## config.mk

```make
export PLATFORM = sky130hd
export DESIGN_NAME = serial_link_transceiver
export DESIGN_NICKNAME = d
export VERILOG_FILES = /design/src/rtl/serial_link_transceiver.sv
export SDC_FILE = /design/constraint.sdc
export NUM_CORES = 1
export LEC_CHECK = 0
export ABC_AREA = 1
export CAP_MARGIN = 20
export CORE_ASPECT_RATIO = 0.75
export CORE_MARGIN = 4
export CORE_UTILIZATION = 45
export CTS_CLUSTER_SIZE = 28
export DETAILED_ROUTE_END_ITERATION = 8
export DONT_BUFFER_PORTS = 1
export PLACE_DENSITY = 0.63
export SETUP_SLACK_MARGIN = 0.3
export SLEW_MARGIN = 20
export SYNTH_ARGS = -nofsm -noshare
export SYNTH_HDL_FRONTEND = slang
export SYNTH_SLANG_ARGS = --single-unit
export TNS_END_PERCENT = 100
```

## constraint.sdc

```tcl
create_clock -name clk -period 1.5 [get_ports clk]
set_input_delay 0.375 -clock clk [delete_from_list [all_inputs] [get_ports clk]]
set_output_delay 0.375 -clock clk [all_outputs]
set_load 0.005 [all_outputs]
```

## src/rtl/serial_link_transceiver.sv

```systemverilog
// serial_link_transceiver: oversampled full-duplex async serial TX/RX with
// configurable frame (data width, optional parity, 1 or 2 stop bits).
module serial_link_transceiver #(
    parameter int DATA_BITS  = 8,
    parameter int OVERSAMPLE = 16,
    parameter int PARITY_EN  = 0,
    parameter int PARITY_ODD = 0,
    parameter int STOP_BITS  = 1
) (
    input  logic                 clk,
    input  logic                 reset,
    input  logic [DATA_BITS-1:0] tx_data,
    input  logic                 tx_valid,
    output logic                 tx_ready,
    output logic                 tx_busy,
    output logic                 serial_out,
    input  logic                 serial_in,
    output logic [DATA_BITS-1:0] rx_data,
    output logic                 rx_valid,
    output logic                 rx_parity_err,
    output logic                 rx_frame_err,
    output logic                 rx_busy
);
    localparam int CW = $clog2(OVERSAMPLE);
    localparam int BW = $clog2(DATA_BITS);
    localparam logic [CW-1:0] BIT_END   = CW'(OVERSAMPLE - 1);
    localparam logic [CW-1:0] HALF      = CW'(OVERSAMPLE / 2 - 1);
    localparam logic [BW-1:0] LAST_DATA = BW'(DATA_BITS - 1);
    localparam logic [BW-1:0] LAST_STOP = BW'(STOP_BITS - 1);
    localparam logic          ODD       = 1'(PARITY_ODD);

    typedef enum logic [2:0] {IDLE, START, DATA, PARITY, STOP} state_t;

    state_t               tx_state, rx_state;
    logic [CW-1:0]        tx_cnt, rx_cnt;
    logic [BW-1:0]        tx_bit, rx_bit;
    logic [DATA_BITS-1:0] tx_shift, rx_shift;
    logic                 tx_par, rx_par, stop_err, armed, sample, line;
    logic [1:0]           sync;

    assign line    = sync[1];
    assign sample  = (rx_state == START) ? (rx_cnt == HALF) : (rx_cnt == BIT_END);
    assign rx_busy = (rx_state != IDLE) || rx_valid || (armed && !line);

    always_ff @(posedge clk or negedge reset) begin
        if (!reset) begin
            tx_state   <= IDLE;
            tx_cnt     <= '0;
            tx_bit     <= '0;
            tx_shift   <= '0;
            tx_par     <= 1'b0;
            serial_out <= 1'b1;
            tx_ready   <= 1'b1;
            tx_busy    <= 1'b0;
        end else begin
            tx_cnt <= (tx_state == IDLE || tx_cnt == BIT_END) ? '0 : tx_cnt + 1'b1;
            case (tx_state)
                IDLE: if (tx_valid) begin
                    tx_shift   <= tx_data;
                    tx_par     <= ^tx_data ^ ODD;
                    serial_out <= 1'b0;
                    tx_ready   <= 1'b0;
                    tx_busy    <= 1'b1;
                    tx_state   <= START;
                end
                START: if (tx_cnt == BIT_END) begin
                    serial_out <= tx_shift[0];
                    tx_shift   <= tx_shift >> 1;
                    tx_bit     <= '0;
                    tx_state   <= DATA;
                end
                DATA: if (tx_cnt == BIT_END) begin
                    if (tx_bit == LAST_DATA) begin
                        tx_bit     <= '0;
                        serial_out <= (PARITY_EN != 0) ? tx_par : 1'b1;
                        tx_state   <= (PARITY_EN != 0) ? PARITY : STOP;
                    end else begin
                        serial_out <= tx_shift[0];
                        tx_shift   <= tx_shift >> 1;
                        tx_bit     <= tx_bit + 1'b1;
                    end
                end
                PARITY: if (tx_cnt == BIT_END) begin
                    serial_out <= 1'b1;
                    tx_state   <= STOP;
                end
                STOP: if (tx_cnt == BIT_END) begin
                    if (tx_bit == LAST_STOP) begin
                        tx_state <= IDLE;
                        tx_ready <= 1'b1;
                        tx_busy  <= 1'b0;
                    end else begin
                        tx_bit <= tx_bit + 1'b1;
                    end
                end
                default: tx_state <= IDLE;
            endcase
        end
    end

    always_ff @(posedge clk or negedge reset) begin
        if (!reset) begin
            sync          <= 2'b11;
            rx_state      <= IDLE;
            rx_cnt        <= '0;
            rx_bit        <= '0;
            rx_shift      <= '0;
            rx_par        <= 1'b0;
            stop_err      <= 1'b0;
            armed         <= 1'b1;
            rx_data       <= '0;
            rx_valid      <= 1'b0;
            rx_parity_err <= 1'b0;
            rx_frame_err  <= 1'b0;
        end else begin
            sync     <= {sync[0], serial_in};
            rx_valid <= 1'b0;
            rx_cnt   <= (rx_state == IDLE || sample) ? '0 : rx_cnt + 1'b1;
            case (rx_state)
                IDLE: begin
                    if (line) armed <= 1'b1;
                    if (armed && !line) begin
                        stop_err <= 1'b0;
                        rx_state <= START;
                    end
                end
                START: if (sample) begin
                    rx_bit   <= '0;
                    rx_state <= line ? IDLE : DATA;
                end
                DATA: if (sample) begin
                    rx_shift <= {line, rx_shift[DATA_BITS-1:1]};
                    rx_bit   <= (rx_bit == LAST_DATA) ? '0 : rx_bit + 1'b1;
                    if (rx_bit == LAST_DATA) rx_state <= (PARITY_EN != 0) ? PARITY : STOP;
                end
                PARITY: if (sample) begin
                    rx_par   <= line;
                    rx_state <= STOP;
                end
                STOP: if (sample) begin
                    if (rx_bit == LAST_STOP) begin
                        rx_state      <= IDLE;
                        rx_valid      <= 1'b1;
                        rx_data       <= rx_shift;
                        rx_parity_err <= (PARITY_EN != 0) && (rx_par != (^rx_shift ^ ODD));
                        rx_frame_err  <= stop_err | !line;
                        // a bad stop bit may be a held break: wait for the line to go high
                        armed         <= !(stop_err | !line);
                    end else begin
                        stop_err <= stop_err | !line;
                        rx_bit   <= rx_bit + 1'b1;
                    end
                end
                default: rx_state <= IDLE;
            endcase
        end
    end
endmodule
```

Word-level counts from Yosys, hierarchy flattened

Index checks and enable logic that the tools add are counted.

$add $sub $neg: 4
Multiply operators: 0
Divide/modulo/power cells: 0
Magnitude comparators: 0
Eq/ne operators: 31
Shift-type cells: 0
Muxes and demuxes: 61
Bitwise operators: 1
Reductions and logical operators: 29

Operators by type and width:

| cell                                                                   | count |
|---|---|
| 3-bit two-way mux                                                      | 24 |
| 2-bit != test (second input constant)                                  | 17 |
| 8-bit two-way mux                                                      | 4 |
| 3-bit one-hot mux with 5 select lines                                  | 2 |
| 8-bit one-hot mux with 3 select lines                                  | 1 |
| 1-bit two-way mux                                                      | 20 |
| 5-bit AND reduction                                                    | 4 |
| 3-bit one-hot mux with 3 select lines                                  | 2 |
| 7-bit AND reduction                                                    | 2 |
| 3-bit by 2-bit equality test with 1-bit output (second input constant) | 4 |
| 3-bit equality test (second input constant)                            | 4 |
| 3-bit logical NOT                                                      | 4 |
| 4-bit AND reduction                                                    | 3 |
| 3-bit nonzero test                                                     | 4 |
| 4-bit by 1-bit adder with 4-bit output (second input constant)         | 2 |
| 4-bit equality test (second input constant)                            | 2 |
| 4-bit two-way mux                                                      | 2 |
| 1-bit one-hot mux with 2 select lines                                  | 4 |
| 3-bit by 1-bit adder with 3-bit output (second input constant)         | 2 |
| 3-bit by 1-bit equality test with 1-bit output (second input constant) | 2 |
| 4-bit by 3-bit equality test with 1-bit output (second input constant) | 1 |
| 1-bit logical OR                                                       | 4 |
| 1-bit one-hot mux with 4 select lines                                  | 1 |
| 2-bit nonzero test                                                     | 2 |
| other kinds (8)                                                        | 9 |

Register bits: 53
Bits in latches: 0
Memory bits (writable): 0
Memory bits (read-only): 0
Memories: 0

Logic depth before layout (Yosys ltp)

Word-level depth: 6
Mapped depth: 10

Worst setup path after synthesis

No wires, ideal clock.

Path kind: reg2reg
From: reg tx_cnt[0]
To: reg tx_shift[0]
Arrival time: 1.311 ns
Setup slack: 0.072 ns
Cell stages (with the launch flop): 8
Path buffers: 0
Clock period less this slack: 1.428 ns
Path through: dfrtp_1 -> ha_1 -> nand3_1 -> nand3_1 -> nand2_1 -> nor2_8 -> nand2_1 -> nand2_1

Longest elaborated chain between the ends: 3
Elaborated cells on any way between the ends: 4
Those cells by class: eq/ne: 3; reduce/logical: 1

RTL lines:

| item                            | line   | text |
|---|---|---|
| start: declaration              | 35     | `logic [CW-1:0] tx_cnt, rx_cnt;` |
| start signal: assignment        | 56     | `tx_cnt <= (tx_state == IDLE \|\| tx_cnt == BIT_END) ? '0 : tx_cnt + 1'b1;` |
| 4-bit equality test *           | 66, 72 |  |
| 2-bit != test (no line)         | -      |  |
| 5-bit AND reduction (no line) * | -      |  |
| end signal: assignment          | 59     | `tx_shift <= tx_data;` |
| end signal: assignment          | 68     | `tx_shift <= tx_shift >> 1;` |
| end signal: assignment          | 79     | `tx_shift <= tx_shift >> 1;` |
| end: declaration                | 37     | `logic [DATA_BITS-1:0] tx_shift, rx_shift;` |

Every way passes the cells marked *; elsewhere a longest branch is shown, timed or not.
A chain may end at the register's enable or synchronous reset.

Worst setup path after layout

From: reg rx_state[0]
To: out rx_busy

Longest elaborated chain between the ends: 3

RTL lines:

| item                          | line | text |
|---|---|---|
| start: declaration            | 34   | `state_t tx_state, rx_state;` |
| start signal: assignment      | 129  | `rx_state <= line ? IDLE : DATA;` |
| start signal: assignment      | 134  | `if (rx_bit == LAST_DATA) rx_state <= (PARITY_EN != 0) ? PARITY : STOP;` |
| 3-bit nonzero test            | 43   | `assign rx_busy = (rx_state != IDLE) \|\| rx_valid \|\| (armed && !line);` |
| 1-bit logical OR (2 in a row) | 43   |  |
| end: declaration              | 22   | `output logic rx_busy` |

No other way between the ends.

==> impl_metrics.ini <==
[setup_path]
worstPathRequired_ps = 1120
crit_family = simple AND/OR/NAND/NOR gates
cpPeakStageDelay_ps = 440
crit_type = reg2out
cp-end-kind = output pin
critPathMaxFanout = 4
worstPathCellList = nor2_4 > nand3_2 > or2_4
worst-path-buf-inv = 0
critPathSlowestCell = dfrtp_1
arrival_ps = 1280
cp-start-kind = register

[synthesis]
ys_ff_latch = 53
synth-seq-area-share_pct = 47.7
synth_edf_count = 0
synth.distinct_cells = 34
postSynthAreaPerCell_um2 = 8.02
yosys_warnings = 0
synth_nets = 368
synthCells = 348
synth.cell_area_um2 = 2790
synth-async-reset-ratio_pct = 100
synthFlopType = dfrtp_1

[status]
status = finished with violations
violations = negative hold slack, negative setup slack

[sta]
drv_slew = 0
fin_crit_sh_pct = 110
hold_viol_final = 53
hold_slack_ps = -247
rsz0062_at_grt = yes
max_freq_ghz = 0.605
skew_ps = 6.97
setup_viol_count_final = 22
period_minus_slack_ps = 1650
setup_ws_ps = -153

[finish]
antenna_cells = 0
fin_cells = 478
syn_to_final_growth_pct = 47.2
drive_above_1_share_pct = 48.5
layout.nets = 419

[clocking]
tritoncts = yes
htree_levels = 2
cts_num_sinks = 53
cts_max_path_buffers = 2
clk_latency_ps = 300
cts_inserted_buffers = 5
clkTransAtPathRegs_ps = 100
cts_root_buffer = clkbuf_8

[global_routing]
busiest_layer = met2
grt_overflow = 0
first_global_vias = 2390
grt_util_met3_pct = 4.67
grt_use_total_pct = 19.1
grt_use_met2_pct = 29.1
use_met1_pct = 27.7
grt_max_degree = 54
antenna_found_initial = 0
grt_first_pass_wirelength_um = 11800

[drt]
wl_per_cell_um = 16.3
antenna_left = 0
dr.pass1.iters = 4
dr_total_vias = 2508
drc_errors = 0
routed_wirelength_um = 7800
drt_iter0_markers = 140
viasPerCell = 5.25

[run]
max-cap-violations = 0

[min_path]
hold_path_class = in2async

[power_and_ir_drop]
irDropWorstVdd_uv = 720
powerDensity_nw_per_um2 = 1740
p_leak_nw = 2.05

[die]
ios = 27
rows = 24
die_x_um = 99.0
chipHeight_um = 76.2
initial_utilization_pct = 47.2
die_area_um2 = 7540
fp.coreArea_um2 = 5920

[placement]
io_buffers = 0
place_hpwl_um = 3920
place_inst = 424
place_congestion = 0.880
## metrics by stage
step / worst slack (ps) / util, % / total power [mW] / area, µm² / TNS, ps
after floorplan: 187 / - / 3.80 / 2860 / 0
after global placement: 55.1 / 49.9 / 4.15 / 2950 / 0
after CTS: -144 / 63.8 / 6.35 / 3780 / -793
after global routing: -215 / 69.5 / 7.62 / 4110 / -3640
after detailed placement: 31.5 / 49.9 / 4.18 / 2950 / 0
final: -153 / 69.5 / 7.15 / 4110 / -1790
## final timing paths
check	startpoint	endpoint	slack, ps	depth (start not counted)
max in group asynchronous	reset	serial_out	1560	0
max reg2reg	rx_state[1]	rx_bit[1]	-120	9
max	rx_state[0]	rx_busy	-150	3
min	reset	rx_state[1]	-250	0
min reg2reg	sync[0]	sync[1]	360	0
min in group clk	serial_in	sync[0]	60	0
## cells in the final DEF, fill, tap and decap left out, types with 3 or more instances in the layout
cell,netlist,layout
o21ai_2,0,15
buf_6,4,15
inv_1,30,20
nand2_2,6,28
buf_4,1,27
dfrtp_1,48,42
dfrtp_2,0,6
ha_1,8,3
nor2_1,25,11
buf_16,0,3
ha_4,0,3
nor2_2,4,3
dfstp_2,5,5
inv_4,1,5
nand3_2,3,5
nor2_4,2,18
nand3_1,15,6
nand2_8,0,4
buf_12,0,4
inv_2,3,7
clkbuf_8,0,6
o21ai_1,1,3
o21ai_4,0,6
nand4_1,3,3
nand2_1,143,107
nand3_4,1,8
nand2_4,3,13
## kinds of logic (layout without fill, tap and decap cells)
family                     Yosys count  in the layout  synth area share, %
AOI/OAI and AO/OA                   30             30                 5.69
xor gates and xnor gates             3              3                0.941
adders and majority gates            8              8                 3.58
buffers and inverters               41             92                 6.90
DFF                                 53             53                 47.7
other                                1              1                0.134
and+or+nand+nor                    212            213                 35.0
## cells in the mapped netlist, types with 2 or more instances
library cell | count | area share, %
buf_6 | 4 | 1.6
dfrtp_1 | 48 | 43
dfstp_2 | 5 | 4.7
ha_1 | 8 | 3.6
inv_1 | 30 | 4.0
inv_2 | 3 | 0.40
nand2_1 | 143 | 19
nand2_2 | 6 | 1.3
nand2_4 | 3 | 1.2
nand3_1 | 15 | 2.7
nand3_2 | 3 | 1.1
nand3b_1 | 2 | 0.54
nand4_1 | 3 | 0.67
nor2_1 | 25 | 3.4
nor2_2 | 4 | 0.90
nor2_4 | 2 | 0.81
nor2_8 | 2 | 1.4
o21ai_0 | 25 | 4.5
xor2_1 | 2 | 0.63
## where the power goes
part	internal (mW)	switching (mW)	leakage [nW]	total, mW
clock	0.544	0.491	0.0574	1.03
sequential	1.77	0.286	0.690	2.05
combinational	1.73	2.34	1.30	4.07
total	4.04	3.12	2.05	7.15
## what timing repair did
item / 4_1_cts / 5_1_grt
setup buffers: 27 / 14
resized for setup: 117 / 56
cloned: 5 / 0
pin swaps: 66 / 47
endpoints found under the setup margin: 49 / 54
endpoints found under the hold margin: 53 / 53
## per-layer routing
metal / wire length (µm) / part of all wire [%]
met1: 3460 / 44
met2: 3780 / 48
met3: 372 / 4.8
met4: 191 / 2.4
met5: 0 / 0
## sequential cells by signal (all words and copies together) (netlist names), 4 cells and up
signal    cells
rx_shift      8
rx_data       8
rx_cnt        4
tx_cnt        4
tx_shift      8
## final cells by class
| class | instances | area, µm² |
|---|---|---|
| Inverter | 34 | 151 |
| Sequential cell | 53 | 1340 |
| Tap cell | 78 | 97.6 |
| Clock buffer | 6 | 82.6 |
| Timing Repair Buffer | 50 | 539 |
| Fill cell | 411 | 1810 |
| Multi-Input combinational cell | 255 | 1860 |
| Clock inverter | 2 | 37.5 |
Power figures use the tool's default switching activity.
